`src/rtl/qam_frame_pkg.sv`:
```
// rtl/qam_frame_pkg.sv - frame markers, field offsets and unpacker state shared by the QAM packer and unpacker
package qam_frame_pkg;

    localparam int MARK_WIDTH = 4;
    localparam logic [MARK_WIDTH-1:0] SOF_MARK = 4'b1111;
    localparam logic [MARK_WIDTH-1:0] EOF_MARK = 4'b0101;

    // Frame layout, MSB to LSB: {SOF, addr, symbol, EOF}
    function automatic int sym_lsb();
        return MARK_WIDTH;
    endfunction

    function automatic int addr_lsb(input int data_width);
        return MARK_WIDTH + data_width;
    endfunction

    function automatic int sof_lsb(input int data_width, input int addr_width);
        return MARK_WIDTH + data_width + addr_width;
    endfunction

    function automatic int frame_width(input int data_width, input int addr_width);
        return data_width + addr_width + 2 * MARK_WIDTH;
    endfunction

    typedef enum logic {
        UNLOCKED = 1'b0,
        LOCKED   = 1'b1
    } unpack_state_t;

endpackage

```
`src/rtl/sym_skid_fifo.sv`:
```
// rtl/sym_skid_fifo.sv - 2-entry valid/ready FIFO with a registered input ready
module sym_skid_fifo #(
    parameter int WIDTH = 36
) (
    input  logic             clk,
    input  logic             rst,
    input  logic             in_valid,
    output logic             in_ready,
    input  logic [WIDTH-1:0] in_data,
    output logic             out_valid,
    input  logic             out_ready,
    output logic [WIDTH-1:0] out_data
);

    logic [WIDTH-1:0] mem [2];
    logic             wr_ptr;
    logic             rd_ptr;
    logic [1:0]       count;
    logic [1:0]       count_next;
    logic             ready_q;
    logic             push;
    logic             pop;

    assign push       = in_valid && ready_q;
    assign pop        = (count != 2'd0) && out_ready;
    assign count_next = count + {1'b0, push} - {1'b0, pop};

    // ready is computed from the next occupancy so it never depends on out_ready combinationally
    always_ff @(posedge clk or negedge rst) begin
        if (!rst) begin
            mem[0]  <= '0;
            mem[1]  <= '0;
            wr_ptr  <= 1'b0;
            rd_ptr  <= 1'b0;
            count   <= 2'd0;
            ready_q <= 1'b0;
        end else begin
            count   <= count_next;
            ready_q <= (count_next != 2'd2);
            if (push) begin
                mem[wr_ptr] <= in_data;
                wr_ptr      <= ~wr_ptr;
            end
            if (pop) begin
                rd_ptr <= ~rd_ptr;
            end
        end
    end

    assign in_ready  = ready_q;
    assign out_valid = (count != 2'd0);
    assign out_data  = mem[rd_ptr];

endmodule

```
`src/rtl/frame_unpacker.sv`:
```
// rtl/frame_unpacker.sv - QAM frame unpacker: marker check, address sequence lock, symbol recovery
module frame_unpacker
    import qam_frame_pkg::*;
#(
    parameter int DATA_WIDTH  = 4,
    parameter int ADDR_WIDTH  = 32,
    parameter int START_ADDR  = 0,
    parameter int MAX_MISS    = 4,
    parameter int CNT_WIDTH   = 16,
    parameter int FRAME_WIDTH = DATA_WIDTH + ADDR_WIDTH + 8
) (
    input  logic                   clk,
    input  logic                   rst,
    input  logic                   valid_in,
    output logic                   ready_out,
    input  logic [FRAME_WIDTH-1:0] data_in,
    output logic                   valid_out,
    input  logic                   ready_in,
    output logic [DATA_WIDTH-1:0]  data_out,
    output logic [ADDR_WIDTH-1:0]  addr_out,
    output logic                   locked,
    output logic [CNT_WIDTH-1:0]   err_marker_cnt,
    output logic [CNT_WIDTH-1:0]   err_seq_cnt
);

    localparam int SYM_LSB  = sym_lsb();
    localparam int ADDR_LSB = addr_lsb(DATA_WIDTH);
    localparam int SOF_LSB  = sof_lsb(DATA_WIDTH, ADDR_WIDTH);
    localparam int MISS_W   = $clog2(MAX_MISS + 1);
    localparam logic [ADDR_WIDTH-1:0] START   = ADDR_WIDTH'(START_ADDR);
    localparam logic [MISS_W-1:0]     LAST_MISS = MISS_W'(MAX_MISS - 1);

    unpack_state_t         state_q, state_d;
    logic [ADDR_WIDTH-1:0] expected_q, expected_d;
    logic [MISS_W-1:0]     miss_q, miss_d;
    logic [CNT_WIDTH-1:0]  err_marker_q, err_marker_d;
    logic [CNT_WIDTH-1:0]  err_seq_q, err_seq_d;
    logic                  push;

    logic [MARK_WIDTH-1:0] frame_sof;
    logic [MARK_WIDTH-1:0] frame_eof;
    logic [ADDR_WIDTH-1:0] frame_addr;
    logic [DATA_WIDTH-1:0] frame_sym;
    logic                  accept;
    logic                  marker_ok;

    assign frame_sof  = data_in[SOF_LSB +: MARK_WIDTH];
    assign frame_eof  = data_in[MARK_WIDTH-1:0];
    assign frame_addr = data_in[ADDR_LSB +: ADDR_WIDTH];
    assign frame_sym  = data_in[SYM_LSB +: DATA_WIDTH];
    assign accept     = valid_in && ready_out;
    assign marker_ok  = (frame_sof == SOF_MARK) && (frame_eof == EOF_MARK);

    always_ff @(posedge clk or negedge rst) begin
        if (!rst) begin
            state_q      <= UNLOCKED;
            expected_q   <= START;
            miss_q       <= '0;
            err_marker_q <= '0;
            err_seq_q    <= '0;
        end else begin
            state_q      <= state_d;
            expected_q   <= expected_d;
            miss_q       <= miss_d;
            err_marker_q <= err_marker_d;
            err_seq_q    <= err_seq_d;
        end
    end

    always_comb begin
        state_d      = state_q;
        expected_d   = expected_q;
        miss_d       = miss_q;
        err_marker_d = err_marker_q;
        err_seq_d    = err_seq_q;
        push         = 1'b0;
        if (accept) begin
            if (!marker_ok) begin
                if (err_marker_q != '1) begin
                    err_marker_d = err_marker_q + CNT_WIDTH'(1);
                end
            end else begin
                case (state_q)
                    UNLOCKED: begin
                        // Off-start frames are ignored silently while hunting for a stream start
                        if (frame_addr == START) begin
                            push       = 1'b1;
                            expected_d = frame_addr + ADDR_WIDTH'(1);
                            miss_d     = '0;
                            state_d    = LOCKED;
                        end
                    end
                    LOCKED: begin
                        if (frame_addr == expected_q) begin
                            push       = 1'b1;
                            expected_d = expected_q + ADDR_WIDTH'(1);
                            miss_d     = '0;
                        end else begin
                            if (err_seq_q != '1) begin
                                err_seq_d = err_seq_q + CNT_WIDTH'(1);
                            end
                            if (miss_q == LAST_MISS) begin
                                state_d    = UNLOCKED;
                                expected_d = START;
                                miss_d     = '0;
                            end else begin
                                miss_d = miss_q + MISS_W'(1);
                            end
                        end
                    end
                    default: begin
                        state_d = UNLOCKED;
                    end
                endcase
            end
        end
    end

    sym_skid_fifo #(
        .WIDTH(ADDR_WIDTH + DATA_WIDTH)
    ) u_out_fifo (
        .clk      (clk),
        .rst      (rst),
        .in_valid (push),
        .in_ready (ready_out),
        .in_data  ({frame_addr, frame_sym}),
        .out_valid(valid_out),
        .out_ready(ready_in),
        .out_data ({addr_out, data_out})
    );

    assign locked         = (state_q == LOCKED);
    assign err_marker_cnt = err_marker_q;
    assign err_seq_cnt    = err_seq_q;

endmodule

```
`config.mk`:
```
export PLATFORM = sky130hd
export DESIGN_NAME = frame_unpacker
export DESIGN_NICKNAME = d
export VERILOG_FILES = /design/src/rtl/qam_frame_pkg.sv /design/src/rtl/sym_skid_fifo.sv /design/src/rtl/frame_unpacker.sv
export SDC_FILE = /design/constraint.sdc
export NUM_CORES = 1
export LEC_CHECK = 0
export CAP_MARGIN = 10
export CORE_MARGIN = 2
export CORE_UTILIZATION = 53
export CTS_CLUSTER_DIAMETER = 100
export DETAILED_ROUTE_END_ITERATION = 16
export GPL_ROUTABILITY_DRIVEN = 0
export PLACE_DENSITY = 0.78
export SLEW_MARGIN = 25
export SYNTH_ARGS = -nofsm -noshare
export SYNTH_HDL_FRONTEND = slang
export SYNTH_HIERARCHICAL = 1
export SYNTH_SLANG_ARGS = --single-unit
```
`constraint.sdc`:
```
create_clock -name clk -period 3.3 [get_ports clk]
set_input_delay 0.495 -clock clk [delete_from_list [all_inputs] [get_ports clk]]
set_output_delay 0.495 -clock clk [all_outputs]
set_load 0.005 [all_outputs]
```
# Word-level counts from Yosys, hierarchy flattened
# Index checks and enable logic that the tools add are counted.
# W data, S select, Z words.
[classes]
shifts = 0
eq_ne = 9
n_mul = 0
addsub = 7
reduce_logical = 12
muxes = 22
n_lt_le_gt_ge = 3
div_mod_pow = 0
bitwise_logic = 7
[op_table]
columns = ["op", "n"]
rows = [
  ["$mux W36", 4],
  ["$mux W32", 3],
  ["$bwmux W72", 1],
  ["$add A32 B1 Y32 const B", 2],
  ["$pmux W32 S2", 1],
  ["$demux W36 S1", 1],
  ["$add A16 B1 Y16 const B", 2],
  ["$eq A32 B32 Y1", 1],
  ["$logic_not A32 Y1", 1],
  ["$ne A16 B16 Y1 const B", 2],
  ["$mux W3", 3],
  ["$mux W1", 6],
  ["$pmux W3 S2", 1],
  ["$reduce_and A3 Y1", 2],
  ["$logic_and A1 B1 Y1", 5],
  ["$not A1 Y1", 5],
  ["$reduce_and A5 Y1", 1],
  ["$eq A4 B3 Y1 const B", 1],
  ["$eq A4 B4 Y1 const B", 1],
  ["$ge A2 B2 Y1 const B", 2],
  ["$ne A2 B2 Y1 const B", 2],
  ["$not A1 Y2", 2],
  ["$pmux W1 S2", 2],
  ["$reduce_and A4 Y1", 1],
  ["8 further kinds", 8],
]
[word_totals]
ram_bits = 0
ff_bits = 145
mem_count = 0
inputBits = 48
romBits = 0
latch_bits = 0
out_inout_bits = 71

# Depth between registers and ports, before layout
[depth]
depth_word = 9
mapped_depth = 12
mapped_depth_nobuf = 11

# Hierarchy
# The synthesis kept the hierarchy.
[by_module_without_submodules]
columns = ["module", "cells_per_inst", "area_each_um2", "n_inst"]
rows = [
  ["frame_unpacker", 519, 4673.2, 1],
  ["sym_skid_fifo", 212, 3363.2, 1],
]

# Worst setup path after synthesis
# No wires, ideal clock.
[synth_path]
path_kind = "input -> register"
from = "in data_in[8]"
to = "reg u_out_fifo/mem[65] (netlist name)"
setup_slack_ps = 623
cell_stages = 12
t_arrival_ps = 2552
path_buffers = 3
path_cell_list = "inv_1 -> ha_1 -> nor4b_1 -> nand4_1 -> o21ai_1 -> nand2_1 -> clkbuf_1 -> a21oi_1 -> nand3b_1 -> buf_6 -> buf_6 -> mux2_4"
[synth_between]
elab_chain_len = 6
word_cells_on_any_way = 8
classes_between = "eq/ne: 1; mux: 5; reduce/logical: 2"
[synth_rtl]
columns = ["element", "line_no", "rtl"]
rows = [
  ["from (decl)", "frame_unpacker.sv:16", "input logic [FRAME_WIDTH-1:0] data_in,"],
  ["$eq A32 B32 Y1 / $logic_not A32 Y1 (equally long branches)", "frame_unpacker.sv:94, frame_unpacker.sv:86", ""],
  ["$mux W1 (on tied branches)", "frame_unpacker.sv:94, frame_unpacker.sv:86", ""],
  ["$pmux W1 S2 *", "frame_unpacker.sv:83", "case (state_q)"],
  ["$mux W1 *", "frame_unpacker.sv:78", "if (!marker_ok) begin"],
  ["$mux W1 *", "frame_unpacker.sv:77", "if (accept) begin"],
  ["named net push", "frame_unpacker.sv:38", "logic push;"],
  ["$logic_and A1 B1 Y1 *", "sym_skid_fifo.sv:24", "assign push = in_valid && ready_q;"],
  ["to (signal, indexed assignment)", "sym_skid_fifo.sv:41", "mem[wr_ptr] <= in_data;"],
  ["to (decl)", "sym_skid_fifo.sv:15", "logic [WIDTH-1:0] mem [2];"],
]
# The timed path passes the listed nets; every way through them passes the cells marked *.
# A chain may end at the register's enable or synchronous reset.

# Worst setup path after layout
[layout_path]
from = "in data_in[27]"
to = "reg u_out_fifo.ready_q, in the netlist u_out_fifo/in_ready"
[layout_between]
elab_chain_len = 9
word_cells_on_any_way = 11
classes_between = "add/sub: 2; eq/ne: 2; mux: 5; reduce/logical: 2"
[layout_rtl]
columns = ["element", "line_no", "rtl"]
rows = [
  ["$eq A32 B32 Y1 / $logic_not A32 Y1 (equally long branches)", "frame_unpacker.sv:94, frame_unpacker.sv:86", ""],
  ["$mux W1 (on tied branches)", "frame_unpacker.sv:94, frame_unpacker.sv:86", ""],
  ["$pmux W1 S2 *", "frame_unpacker.sv:83", ""],
  ["$mux W1 *", "frame_unpacker.sv:78", ""],
  ["$mux W1 *", "frame_unpacker.sv:77", ""],
  ["named net push", "frame_unpacker.sv:38", ""],
  ["$logic_and A1 B1 Y1 *", "sym_skid_fifo.sv:24", ""],
  ["named net u_out_fifo.push", "sym_skid_fifo.sv:21", "logic push;"],
  ["$add A2 B1 Y2 *", "sym_skid_fifo.sv:26", "assign count_next = count + {1'b0, push} - {1'b0, pop};"],
  ["$sub A2 B1 Y2 *", "sym_skid_fifo.sv:26", ""],
  ["$ne A2 B2 Y1 *", "sym_skid_fifo.sv:39", "ready_q <= (count_next != 2'd2);"],
  ["to (signal assigned)", "sym_skid_fifo.sv:39", ""],
  ["to (decl)", "sym_skid_fifo.sv:20", "logic ready_q;"],
]
# Marked as above.

==> flow_summary.json <==
{
  "status": "finished, final reports clean",
  "clk_pin_slew_worst_paths_ns": 0.06,
  "reg2reg_setup_slack_ns": 0.59,
  "fp-row-count": 45,
  "vias": 6659,
  "worstSetupEndpointType": "flip-flop",
  "crit_family": "simple AND/OR/NAND/NOR gates",
  "post-synth-top-area-cell": "dfrtp_1",
  "grt_usage_pct": 27.9,
  "grt_antenna_before_repair": 0,
  "wl_um": 21900,
  "drtIter0Drc": 651,
  "power_frac_clock_pct": 43.0,
  "cts_resized": 0,
  "fin_skew_ns": 0.00964,
  "finalSetupViolations": 0,
  "p_total_mw": 4.56,
  "intPower_mw": 3.37,
  "synth_area_mm2": 0.00804,
  "drive_gt1_share_pct": 22.3,
  "syn_nets": 787,
  "core-area_mm2": 0.0150,
  "design_area_mm2": 0.0101,
  "tightest_slew_ns": 0.597,
  "seqPwrFrac_pct": 42.3,
  "clk_path_buf_depth": 2,
  "n_antenna_cell": 0,
  "stdcell_count": 1061,
  "p_switching_mw": 1.19,
  "synth.distinct_cells": 61,
  "start_util_pct": 53.5,
  "synthFlopType": "dfrtp_1",
  "synthArstFlopShare_pct": 100,
  "p_leak_nw": 4.55,
  "rsz0062_at_grt": "no",
  "final_cell_mix": "145 x dfrtp_1, 117 x clkdlybuf4s50_1, 113 x mux2_2",
  "required_ns": 3.64,
  "place_ws_ns": -0.0657,
  "drtPass1Iterations": 5,
  "ant_nets": 0,
  "dieArea_mm2": 0.0162,
  "r2r-end": "u_out_fifo/in_ready",
  "crit_buf_inv": 2,
  "path_cells": "clkdlybuf4s50_1 > buf_4 > xor2_1 > nor4_1 > and4_1 > nand2_2 > a21oi_1 > and2_1 > ha_1 > xnor2_1 > mux2i_1",
  "drc": 0,
  "utilization_pct": 67.2,
  "fp.dieH_um": 127,
  "vdd_ir_drop_max_mv": 0.440,
  "finalCritPeriodShare_pct": 91.5,
  "cap_violations": 0,
  "netlist.area_leader.share_pct": 45.2,
  "syn2layout_area_growth_pct": 25.7,
  "portBuffers": 118,
  "path_class": "input pin to flip-flop",
  "dp.cells": 1029,
  "holdWs_ns": 0.0318,
  "grt_max_degree": 61,
  "cts-buffers-inserted": 17,
  "wl_per_cell_um": 20.6,
  "max_freq_mhz": 331,
  "grt_first_pass_wirelength_um": 35300,
  "num_io_pins": 119,
  "powerDensity_mw_per_mm2": 451,
  "synth_edf_count": 0,
  "arrival_ns": 3.36,
  "finalHoldViolations": 0,
  "gr-total-overflow": 0,
  "layout_setup_ws_ns": 0.280,
  "yosysSeqAreaShare_pct": 45.2,
  "synth_cells": 731,
  "synth_area_per_cell_um2": 11.0,
  "tns_ns": 0,
  "routed_via_density": 6.28,
  "cts_tree": "done",
  "die_w_um": 127,
  "postCtsSetupBuffers": 0,
  "cts.sinks": 145,
  "insertion_delay_ns": 0.43,
  "cts_hold_buffers": 0,
  "netlist_top_cells_area": "dfrtp_1 45%, mux2_2 16%, xor2_1 4.7%",
  "root_buffer": "clkbuf_16",
  "relSlewSlack_pct": 59.8,
  "slew_viol_final": 0,
  "ys_ff_latch": 145,
  "place_area_mm2": 0.00951,
  "final_nets": 916,
  "slowest_stage": "clkdlybuf4s50_1",
  "reg2reg_depth": 9,
  "final_common_cell": "dfrtp_1",
  "swShare_pct": 26.1,
  "combPwrFrac_pct": 14.7,
  "path_max_fanout": 6,
  "hp-class": "input pin to asynchronous set/reset pin",
  "start_kind": "input pin",
  "htreeDepth": 4,
  "grt_pass1_vias": 6824,
  "synth_warnings": 6,
  "r2r-start": "expected_q[13]",
  "critPathMaxStageDelay_ns": 0.57,
  "fin_crit_ns": 3.02,
  "post-dp-hpwl_um": 15500
}
-- layer usage --
layer  wire length (µm)  vias up  part of all wire (%)  GRT usage (%)
met3               1840       67                   8.4           6.95
met5                  0        -                     0              0
met1               8970     3257                    41           36.7
met4                823        0                   3.8           13.5
li1                   -     2965                     -              -
met2              10300      370                    47           43.4
-- cell usage after synthesis, types with 3 or more instances --
cell type	instances
o21ai_0	10
nor2b_1	5
a22oi_1	16
nor2_1	23
and3_1	12
xnor2_1	27
o2bb2ai_1	3
a21oi_1	12
and2_1	6
buf_6	6
mux2_2	113
buf_2	14
nand2_1	44
nand3_1	37
ha_1	8
o31ai_1	4
nand4_1	33
buf_4	8
clkbuf_1	12
a31oi_1	3
nor3_1	10
mux2i_1	12
or2_2	3
or3_1	5
a2bb2oi_1	6
nand2b_1	4
a221o_1	3
xor2_1	43
o32a_1	3
o22ai_1	14
inv_1	18
nor4_1	20
dfrtp_1	145
and4_1	9
or4_1	4
-- layout make-up --
class	count	area, µm²
well taps	188	235
clock inverters	14	163
repair buffers	152	1490
flip-flops and latches	145	3630
inverters	18	67.6
clock buffers	18	429
multi-input cells	526	4090
fillers	1083	4930
-- state kept, by name (all words and copies together) (netlist names) --
register             cells
err_marker_cnt          16
u_out_fifo/in_ready      1
u_out_fifo/rd_ptr        1
expected_q              32
miss_q                   3
u_out_fifo/mem          72
err_seq_cnt             16
u_out_fifo/count         2
locked                   1
u_out_fifo/wr_ptr        1
-- cells by family (layout without fill, tap and decap cells) --
| kind of cell | Yosys count | after routing | synth area share, % |
|---|---|---|---|
| and+or+nand+nor | 229 | 229 | 16.1 |
| AOI/OAI and AO/OA | 92 | 92 | 8.14 |
| xor gates and xnor gates | 70 | 70 | 7.63 |
| DFF | 145 | 145 | 45.2 |
| buffers and inverters | 60 | 202 | 3.99 |
| adders and majority gates | 8 | 8 | 1.25 |
| muxes | 127 | 127 | 17.7 |
-- power by group through the flow --
| stage | combinational, mW | clock (mW) | sequential [mW] |
|---|---|---|---|
| 3_5_place_dp | 0.667 | 0 | 1.96 |
| 2_1_floorplan | 0.351 | 0 | 1.94 |
| 6_report | 0.669 | 1.96 | 1.93 |
| 3_3_place_gp | 0.652 | 0 | 1.95 |
| 5_1_grt | 0.732 | 2.07 | 1.94 |
| 4_1_cts | 0.674 | 1.98 | 1.93 |
-- worst max-delay path by stage --
stage                            from             endpoint  slack (ns)  depth (start not counted)
final                     data_in[27]  u_out_fifo/in_ready        0.28                         11
after global routing      data_in[30]  u_out_fifo/in_ready        0.18                         10
after CTS                 data_in[27]  u_out_fifo/in_ready        0.36                         11
after detailed placement  data_in[27]  u_out_fifo/in_ready       -0.07                         11
after global placement    data_in[27]   u_out_fifo/mem[66]        0.06                         10
after floorplan            data_in[8]   u_out_fifo/mem[65]        0.62                         12
No activity file was read; power rests on OpenSTA's default activity.
